### config.mk
export PLATFORM = sky130hd
export DESIGN_NAME = misr_signature_engine
export DESIGN_NICKNAME = d
export VERILOG_FILES = /design/src/rtl/misr_signature_engine.sv
export SDC_FILE = /design/constraint.sdc
export NUM_CORES = 1
export LEC_CHECK = 0
export CAP_MARGIN = 20
export CORE_MARGIN = 2
export CORE_UTILIZATION = 25
export DETAILED_ROUTE_END_ITERATION = 12
export GPL_TIMING_DRIVEN = 1
export PLACE_DENSITY = 0.6
export SYNTH_ARGS = -nofsm -noshare
export SYNTH_HDL_FRONTEND = slang
export SYNTH_SLANG_ARGS = --single-unit
### constraint.sdc
create_clock -name clk -period 3.6 [get_ports clk]
set_clock_uncertainty 0.2 [all_clocks]
set_input_delay 0.9 -clock clk [delete_from_list [all_inputs] [get_ports clk]]
set_output_delay 0.9 -clock clk [all_outputs]
set_load 0.01 [all_outputs]
### src/rtl/misr_signature_engine.sv
`default_nettype none
// ============================================================================
// Module      : misr_signature_engine
// Description : Multiple-input signature register (Galois LFSR) that compacts
//               M parallel response bits per cycle into an N-bit signature,
//               counts a programmable number of compaction cycles and compares
//               the final signature against a golden value.
//               Optional X-masking of response bits: define MISR_XMASK_EN.
// Revision    : 1.0 - initial release
// ============================================================================
module misr_signature_engine #(
    parameter int N  = 8,
    parameter int M  = 4,
    parameter int CW = 16
) (
    input  logic          clk,
    input  logic          rst,
    input  logic          start,
    input  logic          en,
    input  logic [N-1:0]  poly,
    input  logic [N-1:0]  seed,
    input  logic [M-1:0]  din,
`ifdef MISR_XMASK_EN
    input  logic [M-1:0]  din_mask,
    output logic [CW-1:0] masked_cnt,
`endif
    input  logic [CW-1:0] num_cycles,
    input  logic [N-1:0]  golden,
    output logic [N-1:0]  signature,
    output logic          busy,
    output logic          done,
    output logic          pass
);

    localparam logic [1:0] c_ST_IDLE = 2'd0;
    localparam logic [1:0] c_ST_RUN  = 2'd1;
    localparam logic [1:0] c_ST_DONE = 2'd2;

    logic [1:0]    r_state;
    logic [1:0]    w_state_nxt;
    logic [N-1:0]  r_sig;
    logic [CW-1:0] r_count;
    logic          r_pass;
    logic [N-1:0]  w_next;
    logic [N-1:0]  w_inj;
    logic [M-1:0]  w_din_eff;
    logic [CW-1:0] w_last_cnt;
    logic          w_last;
    logic          w_step;
    logic          w_zero_len;
    logic          w_unused_poly_msb;

    // The top tap is implied by the feedback into stage N-1.
    assign w_unused_poly_msb = poly[N-1];

`ifdef MISR_XMASK_EN
    logic [CW-1:0] r_masked_cnt;

    assign w_din_eff = din & ~din_mask;
`else
    assign w_din_eff = din;
`endif

    // Response bit j enters stage N-1-j, so din[0] always lands in the MSB.
    generate
        for (genvar gi = 0; gi < N; gi++) begin : g_inj_bit
            if (gi >= N - M) begin : g_din
                assign w_inj[gi] = w_din_eff[N-1-gi];
            end else begin : g_zero
                assign w_inj[gi] = 1'b0;
            end
        end
    endgenerate

    always_comb begin
        w_next      = '0;
        w_next[N-1] = r_sig[0] ^ w_inj[N-1];
        for (int i = 0; i < N - 1; i++) begin
            w_next[i] = (r_sig[0] & poly[i]) ^ r_sig[i+1] ^ w_inj[i];
        end
    end

    assign w_last_cnt = num_cycles - CW'(1);
    assign w_last     = (r_count == w_last_cnt);
    assign w_step     = (r_state == c_ST_RUN) && en && !start;
    assign w_zero_len = (num_cycles == '0);

    // ------------------------------------------------------------------
    // FSM: state register
    // ------------------------------------------------------------------
    always_ff @(posedge clk) begin
        if (rst) begin
            r_state <= c_ST_IDLE;
        end else begin
            r_state <= w_state_nxt;
        end
    end

    // ------------------------------------------------------------------
    // FSM: next-state logic; start restarts from any state
    // ------------------------------------------------------------------
    always_comb begin
        w_state_nxt = r_state;
        if (start) begin
            w_state_nxt = w_zero_len ? c_ST_DONE : c_ST_RUN;
        end else begin
            case (r_state)
                c_ST_IDLE: w_state_nxt = c_ST_IDLE;
                c_ST_RUN:  w_state_nxt = (en && w_last) ? c_ST_DONE : c_ST_RUN;
                c_ST_DONE: w_state_nxt = c_ST_DONE;
                default:   w_state_nxt = c_ST_IDLE;
            endcase
        end
    end

    // ------------------------------------------------------------------
    // Datapath registers
    // ------------------------------------------------------------------
    always_ff @(posedge clk) begin
        if (rst) begin
            r_sig   <= '0;
            r_count <= '0;
            r_pass  <= 1'b0;
        end else if (start) begin
            r_sig   <= seed;
            r_count <= '0;
            r_pass  <= w_zero_len && (seed == golden);
        end else if (w_step) begin
            r_sig <= w_next;
            // Holding on the last cycle keeps count within num_cycles-1.
            if (!w_last) begin
                r_count <= r_count + CW'(1);
            end
            r_pass <= w_last && (w_next == golden);
        end
    end

`ifdef MISR_XMASK_EN
    always_ff @(posedge clk) begin
        if (rst) begin
            r_masked_cnt <= '0;
        end else if (start) begin
            r_masked_cnt <= '0;
        end else if (w_step && (|din_mask)) begin
            r_masked_cnt <= r_masked_cnt + CW'(1);
        end
    end

    assign masked_cnt = r_masked_cnt;
`endif

    // ------------------------------------------------------------------
    // FSM: outputs, decoded from registered state only
    // ------------------------------------------------------------------
    always_comb begin
        busy      = (r_state == c_ST_RUN);
        done      = (r_state == c_ST_DONE);
        pass      = r_pass && (r_state == c_ST_DONE);
        signature = r_sig;
    end

endmodule
`default_nettype wire

==> reports/metrics.yaml <==
numPortBuffers: 57
antenna_found_initial: 0
clk_latency_ns: 0.27
fin_ws_ns: 0.05434
vias_per_cell: 5.251
antenna_cells: 0
first_pass_iters: 4
h-tree-depth: 1
tightest_slew_ns: 0.4471
synth_top_area_share_pct: 22.97
drc_errors: 0
rsz0062_at_grt: "no"
synthArstFlopShare_pct: 0
numCtsBuffers: 3
grt_overflow: 0
cp.arrival_ns: 3.56
synthTopCellsByCount: "dfxtp_1, xnor2_1, nor2_1"
netSwitchingPower_mw: 0.2072
synth_area_leaders: "dfxtp_1, xnor2_1, xor2_1"
maxCapViolations: 0
internal-power_mw: 0.5050
maxSlewHeadroom_pct: 70.15
crit_path_max_fanout: 9
hold_viol: 0
clock.fmax_mhz: 282.0
wire_per_inst_um: 14.15
syn_to_final_growth_pct: 38.22
p_sw_share_pct: 29.10
min-delay-start: "r_count[15]"
initial_core_util_pct: 25.59
power_frac_comb_pct: 31.0
status: "complete, no violations"
synth_edf_count: 0
yosys.area.top_type: "dfxtp_1"
grt_pass1_vias: 2240
fin_crit_sh_pct: 98.49
synth_area_per_cell_um2: 7.767
p_total_mw: 0.7122
dr_total_vias: 2536
setup_viol: 0
ir_drop_uv: 143.0
hpwl_um: 4929
synth_cell_types: 60
postSynthCellCount: 303
max-clock-path-buffers: 2
coreArea_um2: 9196
clk_transition_reported_paths_ns: 0.09
detail_route.iter0.violations: 111
start_kind: "input pin"
startpoint: "num_cycles[1]"
yosysSeqAreaShare_pct: 22.97
cp.required_ns: 3.62
nNetsFinal: 425
die_area_um2: 10210
clkPwrFrac_pct: 24.9
fp.dieH_um: 101.0
grt_use_total_pct: 12.26
synth_flop_cell: "dfxtp_1"
r2r-start: "r_count[8]"
routabilityCongestion: 0.8663
power.leakage_nw: 1.103
syn-num-nets: 355
fin_crit_ns: 3.546
std_cell_rows: 35
die_w_um: 101.0
hp-class: "flip-flop to flip-flop"
hold_buffers: 0
seqPwrFrac_pct: 44.1
cts_tree: "done"
totalWireLength_um: 6835
drive_gt1_share_pct: 13.98
postRouteAntennaNets: 0
powerDensity_nw_per_um2: 218.9
ys_ff_latch: 27
place_ws_ns: -0.2926
crit_type: "input pin to flip-flop"
clock_sinks: 27
end_kind: "flip-flop"
slew_viol_final: 0
cts-root-buf: "clkbuf_8"
ios: 59
grt_pass1_wl_um: 10360
ys_warn_count: 0
grt_max_degree: 35
synthesis.area_um2: 2354
## critical path: stages
cell	delay, ns
clkdlybuf4s50_1	0.44
or4_1	0.57
or3_4	0.38
o311ai_4	0.25
a211oi_2	0.13
buf_4	0.17
and4_4	0.23
or3_1	0.37
a21oi_2	0.13
## cells by family (layout without fill, tap and decap cells)
kind of cell               after synthesis  count (layout)  share of synthesized area [%]
and+or+nand+nor                        121             125                          28.12
AOI/OAI and AO/OA                       72              72                          21.53
xor gates and xnor gates                45              45                          16.75
buffers and inverters                   32              97                          7.655
DFF                                     27              27                          22.97
adders and majority gates                5               5                          2.552
muxes                                    1               1                         0.4253
## power by group through the flow
| stage | clock, mW | combinational (mW) | sequential (mW) |
|---|---|---|---|
| after floorplan | 0 | 0.106 | 0.320 |
| after global placement | 0 | 0.211 | 0.321 |
| after detailed placement | 0 | 0.213 | 0.321 |
| after CTS | 0.181 | 0.215 | 0.314 |
| after global routing | 0.190 | 0.241 | 0.316 |
| final | 0.177 | 0.221 | 0.314 |
## state kept, by name, indices dropped and copies added (netlist names)
name       flops
r_state        2
r_pass         1
r_count       16
signature      8
## metrics by stage
stage                     util, %  TNS [ns]  std cells  instance area [µm²]  hold WS, ns
after floorplan                 -         0        303                 2354       0.2705
after global placement      33.63    -4.074        473                 3093       0.2907
after detailed placement    33.63    -4.729        473                 3093       0.3045
after CTS                   34.12         0        477                 3138       0.3182
after global routing        35.37         0        483                 3253       0.3742
final                       35.37         0        483                 3253       0.3198
## routing by layer
metal / routed length [µm] / up-vias / global-route usage (%)
met4: 112 / 0 / 3.119
li1: - / 1263 / -
met5: 0 / - / 0
met2: 2875 / 95 / 18.77
met1: 3385 / 1167 / 17.37
met3: 462 / 11 / 2.774
## what timing repair did
action,CTS,global route
setup endpoints to repair,1,18
buffers inserted,0,2
cloned,0,4
resized for setup,0,14
pin swaps,1,9
## area by class of cell
class | count | area (µm²)
clock buffers | 4 | 45.04
fillers | 978 | 5943
inverters | 12 | 45.04
multi-input cells | 248 | 1725
flip-flops and latches | 27 | 540.5
well taps | 111 | 138.9
repair buffers | 81 | 758.2
## worst paths after layout
| path | cells after the start | endpoint | slack, ns |
|---|---|---|---|
| min reg2reg | 2 | r_count[15] | 0.32 |
| max reg2reg | 8 | r_count[4] | 1.01 |
| min | 2 | r_count[15] | 0.32 |
| max | 9 | r_count[4] | 0.05 |
## placed cells by master (no fill, tap or decap), types with 3 or more instances in the layout
cell	count
nor2_1	25
clkbuf_8	3
nand3_1	11
o31ai_1	4
dfxtp_1	27
o21ai_1	5
nor4_1	11
or3_1	9
dlymetal6s2s_1	3
nor3_1	9
and4_4	4
nand2_1	20
inv_1	12
a21oi_2	6
xnor2_1	27
o41ai_1	3
ha_1	4
clkdlybuf4s50_1	54
nand4_1	4
xor2_1	18
a21oi_1	19
and2_1	3
or4_1	5
buf_4	24
or2_2	4
a211oi_1	5
o21ai_0	5
and3_1	3
Power figures use the tool's default switching activity.
